===== src/rtl/alu_result_stage_if.sv =====
// Handshake bundle between the ALU function units, the result stage and its consumer.
// The stage side uses the slave modport; upstream/downstream logic uses master.
interface alu_result_stage_if #(
  parameter int unsigned WIDTH = 32,
  parameter int unsigned CNT_W = 16
);
  logic             in_valid;
  logic             in_ready;
  logic [WIDTH-1:0] in_result;
  logic             out_valid;
  logic             out_ready;
  logic [WIDTH-1:0] out_result;
  logic             out_zero;
  logic             out_neg;
  logic [CNT_W-1:0] out_count;

  modport slave (
    input  in_valid,
    input  in_result,
    input  out_ready,
    output in_ready,
    output out_valid,
    output out_result,
    output out_zero,
    output out_neg,
    output out_count
  );

  modport master (
    output in_valid,
    output in_result,
    output out_ready,
    input  in_ready,
    input  out_valid,
    input  out_result,
    input  out_zero,
    input  out_neg,
    input  out_count
  );
endinterface


===== src/rtl/alu_result_stage.sv =====
// Registered ALU result stage: two-entry skid buffer with registered in_ready and a delivery counter.
// Define ALU_RESULT_FLAGS_EN to build zero/negative flag storage alongside each buffered result.
module alu_result_stage #(
  parameter int unsigned WIDTH = 32,
  parameter int unsigned CNT_W = 16
) (
  input  logic                clk,
  input  logic                rst,
  alu_result_stage_if.slave   bus
);

  typedef enum logic [1:0] {
    ST_EMPTY = 2'd0,
    ST_ONE   = 2'd1,
    ST_FULL  = 2'd2
  } state_e;

  state_e           state_q;
  logic [WIDTH-1:0] main_q;
  logic [WIDTH-1:0] skid_q;
  logic             in_ready_q;
  logic             out_valid_q;
  logic [CNT_W-1:0] count_q;

  logic accept_c;
  logic deliver_c;

  assign accept_c  = bus.in_valid && in_ready_q;
  assign deliver_c = out_valid_q && bus.out_ready;

  // Buffer control: main register always feeds the output, skid catches one extra result.
  always_ff @(posedge clk or posedge rst) begin
    if (rst) begin
      state_q     <= ST_EMPTY;
      main_q      <= '0;
      skid_q      <= '0;
      in_ready_q  <= 1'b1;
      out_valid_q <= 1'b0;
    end else begin
      unique case (state_q)
        ST_EMPTY: begin
          if (accept_c) begin
            main_q      <= bus.in_result;
            out_valid_q <= 1'b1;
            state_q     <= ST_ONE;
          end
        end
        ST_ONE: begin
          if (accept_c && deliver_c) begin
            main_q <= bus.in_result;
          end else if (accept_c) begin
            skid_q     <= bus.in_result;
            in_ready_q <= 1'b0;
            state_q    <= ST_FULL;
          end else if (deliver_c) begin
            out_valid_q <= 1'b0;
            state_q     <= ST_EMPTY;
          end
        end
        ST_FULL: begin
          if (deliver_c) begin
            main_q     <= skid_q;
            in_ready_q <= 1'b1;
            state_q    <= ST_ONE;
          end
        end
        default: begin
          state_q     <= ST_EMPTY;
          in_ready_q  <= 1'b1;
          out_valid_q <= 1'b0;
        end
      endcase
    end
  end

  always_ff @(posedge clk or posedge rst) begin
    if (rst) begin
      count_q <= '0;
    end else if (deliver_c) begin
      count_q <= count_q + CNT_W'(1);
    end
  end

`ifdef ALU_RESULT_FLAGS_EN
  logic main_zero_q;
  logic main_neg_q;
  logic skid_zero_q;
  logic skid_neg_q;
  logic in_zero_c;
  logic in_neg_c;

  assign in_zero_c = (bus.in_result == '0);
  assign in_neg_c  = bus.in_result[WIDTH-1];

  // Flags follow exactly the same load pattern as the data registers above.
  always_ff @(posedge clk or posedge rst) begin
    if (rst) begin
      main_zero_q <= 1'b0;
      main_neg_q  <= 1'b0;
      skid_zero_q <= 1'b0;
      skid_neg_q  <= 1'b0;
    end else begin
      unique case (state_q)
        ST_EMPTY: begin
          if (accept_c) begin
            main_zero_q <= in_zero_c;
            main_neg_q  <= in_neg_c;
          end
        end
        ST_ONE: begin
          if (accept_c && deliver_c) begin
            main_zero_q <= in_zero_c;
            main_neg_q  <= in_neg_c;
          end else if (accept_c) begin
            skid_zero_q <= in_zero_c;
            skid_neg_q  <= in_neg_c;
          end
        end
        ST_FULL: begin
          if (deliver_c) begin
            main_zero_q <= skid_zero_q;
            main_neg_q  <= skid_neg_q;
          end
        end
        default: begin
          main_zero_q <= 1'b0;
          main_neg_q  <= 1'b0;
        end
      endcase
    end
  end

  assign bus.out_zero = main_zero_q;
  assign bus.out_neg  = main_neg_q;
`else
  assign bus.out_zero = 1'b0;
  assign bus.out_neg  = 1'b0;
`endif

  assign bus.in_ready   = in_ready_q;
  assign bus.out_valid  = out_valid_q;
  assign bus.out_result = main_q;
  assign bus.out_count  = count_q;

endmodule

===== src/flat_wrapper.sv =====
// flat-port wrapper written by rule: the top's interface ports become plain ports
module alu_result_stage_flat 
#(
  parameter int unsigned WIDTH = 32,
  parameter int unsigned CNT_W = 16
)
  (clk, rst, bus_in_valid, bus_in_result, bus_out_ready, bus_in_ready, bus_out_valid, bus_out_result, bus_out_zero, bus_out_neg, bus_out_count);
  alu_result_stage_if #(.WIDTH(WIDTH), .CNT_W(CNT_W)) bus_i ();
  input  logic clk;
  input  logic rst;
  input wire logic [$bits(bus_i.in_valid)-1:0] bus_in_valid;
  input wire logic [$bits(bus_i.in_result)-1:0] bus_in_result;
  input wire logic [$bits(bus_i.out_ready)-1:0] bus_out_ready;
  output wire logic [$bits(bus_i.in_ready)-1:0] bus_in_ready;
  output wire logic [$bits(bus_i.out_valid)-1:0] bus_out_valid;
  output wire logic [$bits(bus_i.out_result)-1:0] bus_out_result;
  output wire logic [$bits(bus_i.out_zero)-1:0] bus_out_zero;
  output wire logic [$bits(bus_i.out_neg)-1:0] bus_out_neg;
  output wire logic [$bits(bus_i.out_count)-1:0] bus_out_count;
  assign bus_i.in_valid = bus_in_valid;
  assign bus_i.in_result = bus_in_result;
  assign bus_i.out_ready = bus_out_ready;
  assign bus_in_ready = bus_i.in_ready;
  assign bus_out_valid = bus_i.out_valid;
  assign bus_out_result = bus_i.out_result;
  assign bus_out_zero = bus_i.out_zero;
  assign bus_out_neg = bus_i.out_neg;
  assign bus_out_count = bus_i.out_count;
  alu_result_stage #(.WIDTH(WIDTH), .CNT_W(CNT_W)) u_core (.clk(clk), .rst(rst), .bus(bus_i));
endmodule

===== config.mk =====
export PLATFORM = sky130hd
export DESIGN_NAME = alu_result_stage_flat
export DESIGN_NICKNAME = d
export VERILOG_FILES = /design/src/rtl/alu_result_stage_if.sv /design/src/rtl/alu_result_stage.sv /design/src/flat_wrapper.sv
export SDC_FILE = /design/constraint.sdc
export NUM_CORES = 1
export LEC_CHECK = 0
export BUFFER_PORTS_ARGS = -buffer_cell sky130_fd_sc_hd__buf_2
export CORE_MARGIN = 2
export CORE_UTILIZATION = 46
export CTS_CLUSTER_SIZE = 20
export DETAILED_ROUTE_END_ITERATION = 16
export GPL_TIMING_DRIVEN = 1
export PLACE_DENSITY = 0.73
export REMOVE_ABC_BUFFERS = 1
export SLEW_MARGIN = 20
export SYNTH_ARGS = -nofsm -noshare
export SYNTH_HDL_FRONTEND = slang
export SYNTH_SLANG_ARGS = --single-unit

===== constraint.sdc =====
create_clock -name clk -period 2.3 [get_ports clk]
set_input_delay 0.345 -clock clk [delete_from_list [all_inputs] [get_ports clk]]
set_output_delay 0.345 -clock clk [all_outputs]
set_load 0.02 [all_outputs]

* Word level (Yosys, flattened, before mapping) *
Cells that the tools add are included.

storage, ports and cells
  input bits = 36
  logic and storage cells = 49
  latch bits = 0
  register bits = 84
  memories = 0
  ROM bits = 0
  memory bits (writable) = 0
  output and inout port bits = 52

operators by class
  shift-type cells = 0
  $lt $le $gt $ge = 0
  reduce and logical (&&, ||, !) cells = 10
  divide/modulo/power cells = 0
  eq/ne operators = 10
  bitwise logic cells = 3
  muxes and demuxes = 19
  multiply operators = 0
  add/sub/neg operators = 1

operator list
  cell                   count
  $mux 32                3
  $pmux 32 s3            1
  $add 16x1->16 const B  1
  $reduce_and 4->1       3
  $mux 2                 5
  $ne 2x1->1 const B     5
  $mux 1                 7
  $pmux 1 s3             2
  $pmux 2 s3             1
  $reduce_and 5->1       1
  $ne 2x2->1 const B     2
  $logic_and 1x1->1      3
  $ne 3x1->1 const B     1
  $not 1->1              3
  $reduce_and 3->1       1
  $reduce_bool 3->1      1
  $eq 2x1->1 const B     1
  $eq 2x2->1 const B     1
  $logic_not 2->1        1

* Depth between registers and ports, before layout *
  depth in word-level cells = 5
  mapped depth = 7
  depth with buffers taken out = 5

* Least setup slack after synthesis *
Ideal clock, no wire load.

  path kind = register -> register
  from = register u_core.count_q[0] (netlist: u_core.bus.out_count[0])
  to = register u_core.count_q[12] (netlist: u_core.bus.out_count[12])
  slack = 0.617 ns
  data required time = 2.220 ns
  arrival = 1.603 ns
  stages on the path, launching flop included = 7
  setup time = 0.080 ns
  buffers on the path = 1
  period minus slack after synthesis = 1.683 ns
  cells stage by stage = dfrtp_1 -> ha_1 -> nand3_1 -> or3_1 -> buf_2 -> nor3_2 -> xor2_1

on the way
  word-level cells in the longest chain between the ends = 1

ends and longest elaborated chain
  element                 RTL line                text
  start, declared         alu_result_stage.sv:23  logic [CNT_W-1:0] count_q;
  start signal, assigned  alu_result_stage.sv:80  count_q <= count_q + CNT_W'(1);
  $add 16x1->16           alu_result_stage.sv:80

No other way between the ends.
A chain may end at the register's enable or synchronous reset.

* Worst setup path in the final report *
  from = register u_core.in_ready_q (netlist: u_core.bus.in_ready)
  to = register u_core.main_q[22] (netlist: u_core.bus.out_result[22])

on the way
  word-level cells in the longest chain between the ends = 4
  elaborated cells on any way between the ends = 5
  classes of those cells = eq/ne: 2; reduce/logical: 3

ends and longest elaborated chain
  element                                RTL line                text
  start, declared                        alu_result_stage.sv:21  logic in_ready_q;
  start signal, assigned                 alu_result_stage.sv:37  in_ready_q <= 1'b1;
  start signal, assigned                 alu_result_stage.sv:53  in_ready_q <= 1'b0;
  start signal, assigned                 alu_result_stage.sv:63  in_ready_q <= 1'b1;
  $logic_and 1x1->1 (*)                  alu_result_stage.sv:28  assign accept_c = bus.in_valid && in_ready_q;
  $logic_and 1x1->1                      alu_result_stage.sv:49  if (accept_c && deliver_c) begin
  $ne 2x1->1 (no source line)            n/a
  $reduce_and 4->1 (no source line) (*)  n/a
  end signal, assigned                   alu_result_stage.sv:43  main_q <= bus.in_result;
  end signal, assigned                   alu_result_stage.sv:50  main_q <= bus.in_result;
  end signal, assigned                   alu_result_stage.sv:62  main_q <= skid_q;
  end, declared                          alu_result_stage.sv:19  logic [WIDTH-1:0] main_q;

Every way passes the cells marked *; elsewhere a longest branch is shown, timed or not.

==> results.tsv <==
stage	metric	value	unit
outcome	status	finished clean	
pwr	Tot Pwr	0.002725	W
die	DIE WIDTH	93.40	µm
yosys	cell taking the most area after synthesis	dfrtp_1	
critical_path	reg-to-reg startpoint	u_core.bus.in_ready$_DFFE_PP1P_	
routing	drt wl/cell	14.83	µm
cts	CTS Sinks	84	
min_path	Hold EP	u_core.skid_q[31]$_DFFE_PP0P_	
yosys	top-count cell post-synth	dfrtp_1	
critical_path	reg-to-reg slack, setup	490	ps
yosys	register bit total from synthesis	84	
sta	Min Hold Slack	234.7	ps
sta	post-layout min period	1805	ps
cts	Bufs on Longest Clock Path	2	
finish	Final nets	424	
sta	Tcrit/Tclk final	78.49	%
cts	Clock Tree Root	clkbuf_8	
cts	Clk pin slew, worst setup/hold paths	90	ps
routing	via count	2509	
critical_path	Startpoint Class	flip-flop	
die	DIE HEIGHT	93.40	µm
finish	post-route cell area	4410	µm²
yosys	main combinational cell family by area after synthesis	multiplexers	
sta	fin. max-slew vios	0	
placement	Final Wtd Congestion	0.7294	
yosys	ys async rst share	100.0	%
yosys	Syn Inst Count	303	
min_path	Hold Path Depth	2	
critical_path	Req. time, crit path	2570	ps
die	Initial Util	47.57	%
min_path	Min-Delay Path Class	in -> reg	
cts	CTS Buf Count	9	
die	die area	8723	µm²
sta	setup TNS	0	ps
yosys	sequential share of the synthesized area	57.22	%
pwr	Worst VDD drop	0.3945	mV
cts	H-tree levels	3	
routing	routed vias/inst	5.079	
global_routing	GRT Overall Usage	17.48	%
sta	endpoints failing setup	0	
yosys	mux cell area share after synthesis	18.52	%
placement	dpl cell area	4178	µm²
pwr	Leak Pwr	2.248	nW
critical_path	maximum fanout along the worst path	23	
critical_path	WS Path Type	reg -> reg	
cts	CTS tree	built	
yosys	Compound-Gate Fraction of Synth Area	5.276	%
sta	RSZ-0062 raised after global routing	false	
routing	final WL	7324	µm
critical_path	worst reg2reg path endpoint	u_core.bus.out_result[22]$_DFFE_PP0P_	
cts	cells resized by post-CTS repair	0	
routing	DR pass1 iterations	4	
yosys	adder-cell share of the synthesized area	0.3404	%
sta	Max Freq	553.9	MHz
yosys	Mapped Area	3676	µm²
finish	Synth-to-Final Area Change	19.98	%
die	Ports	88	
sta	clk_skew	8.388	ps
critical_path	Worst setup EP type	flip-flop	
critical_path	CP arrival	2070	ps
finish	share of cells above drive strength 1	38.52	%
finish	Seq. cell area	2103	µm²
global_routing	largest net degree at the start of global routing	44	
pwr	PwrDens	617.9	nW/µm²
job	max cap viols	0	
die	Core Area	7727	µm²
finish	fill count	660	
finish	n_diodes	0	
yosys	Post-Synth XOR/XNOR Area	3.574	%
yosys	simple-gate share of the synthesized area	10.45	%
routing	DR iter-0 viols	55	
yosys	Mean Syn Cell Area	12.13	µm²
sta	Hold Vio Cnt, Final	0	
placement	post-DP HPWL	4939	µm
placement	DP Worst Slack	483.2	ps
yosys	Post-synth EDFFs	0	
finish	multi-input logic area	1414	µm²
cts	worst-skew pair later-pin latency	350	ps
sta	final worst slack	494.7	ps
global_routing	first-pass GRT wire length	11900	µm
global_routing	vias in the first global route	2598	
yosys	Cell variety after synth	32	
routing	drt drc	0	
yosys	top post-synthesis cells by count	dfrtp_1 (83), nor2_1 (39), a21oi_1 (35), mux2_2 (32), mux2i_1 (32)	
min_path	hold_sp	bus_in_result[31]	
global_routing	gr ovfl total	0	
die	row cnt	32	
yosys	Synth warnings	0	
yosys	share of the synthesized area in the top cell type	56.50	%
routing	Antenna Nets Post-Route	0	
yosys	dominant synthesized flop cell	dfrtp_1	
yosys	ranking of synthesized cells by area	dfrtp_1 (57%), mux2_2 (9.8%), mux2i_1 (8.7%)	
global_routing	initial antenna violation count	0	
critical_path	R2R depth	5	
placement	Buffers on Ports	85	
==> per-stage QoR <==
stage / utilization (%) / cells
2_1_floorplan: - / 284
3_3_place_gp: 54.06 / 477
3_5_place_dp: 54.06 / 477
4_1_cts: 57.08 / 494
5_1_grt: 57.08 / 494
6_report: 57.08 / 494
==> cells by family after synthesis <==
family,Yosys count
adder cells (fa/ha/maj),1
other,1
AND/OR/NAND/NOR,77
buffers and inverters,23
flip-flops,84
multiplexers,64
AO/OA/AOI/OAI,38
XOR/XNOR,15
==> worst max-delay path by stage <==
| stage | start | depth (start not counted) | slack, ps | endpoint |
|---|---|---|---|---|
| finish | u_core.bus.in_ready$_DFFE_PP1P_ | 5 | 490 | u_core.bus.out_result[22]$_DFFE_PP0P_ |
| global route | u_core.bus.in_ready$_DFFE_PP1P_ | 5 | 330 | u_core.bus.out_result[16]$_DFFE_PP0P_ |
| CTS | u_core.bus.in_ready$_DFFE_PP1P_ | 5 | 490 | u_core.bus.out_result[22]$_DFFE_PP0P_ |
| detailed placement | u_core.bus.in_ready$_DFFE_PP1P_ | 5 | 480 | u_core.bus.out_result[22]$_DFFE_PP0P_ |
| global placement | bus_in_valid | 6 | 590 | u_core.bus.out_result[16]$_DFFE_PP0P_ |
| floorplan | rst | 1 | -210 | u_core.bus.out_count[0]$_DFFE_PP0P_ |
==> layout make-up <==
type                       count  area share [%]
tap                          102           2.894
multi-input combinational    197           32.06
clock buffer                   9           2.809
sequential                    84           47.69
clock inverter                 7           2.241
timing repair buffer          92           12.03
inverter                       3          0.2837
==> layout by cell type, fill, tap and decap left out, types with 3 or more instances in the layout <==
cell      synthesis  final
xor2_1            6      6
clkbuf_8          0      9
xnor2_1           9      9
nor3_2            3      3
nor2_1           39     39
buf_2            10     85
mux2i_1          32     32
a21oi_1          35     35
dfrtp_1          83     83
buf_12            0      4
nand2_1          11     11
nand4_1           6      6
mux2_2           32     32
nand3_1           5      5
==> worst max-delay path, stage by stage, from the launching register on <==
cell and delay [ps]:
dfstp_2 590, and3b_1 240, a211o_2 430, buf_4 270, nor2_1 60, a21oi_1 140
==> where the power goes <==
group	internal (W)	leakage, nW	switching, W
clock	0.000619	0.110	0.000553
combinational	0.0000289	0.983	0.0000490
sequential	0.00148	1.15	0
==> registers in the layout, indices dropped and copies added (netlist names) <==
| signal | cells |
|---|---|
| u_core.bus.out_count | 16 |
| u_core.bus.out_valid | 1 |
| u_core.bus.in_ready | 1 |
| u_core.skid_q | 32 |
| u_core.bus.out_result | 32 |
| u_core.state_q | 2 |
==> what timing repair did <==
action,4_1_cts,5_1_grt
hold buffers,1,0
setup buffers,0,0
endpoints found under the hold margin,25,0
endpoints found under the setup margin,0,0
==> per-layer routing <==
layer	vias to the layer above	share of wire [%]	wire (µm)	GRT usage (%)
met5	-	0	0	0
met4	0	1.4	99	6.740
met3	10	6.5	474	4.754
met2	74	49	3597	29.80
met1	1214	43	3152	21.07
li1	1211	-	-	-
Note: power is estimated with default switching activity, not from simulation.
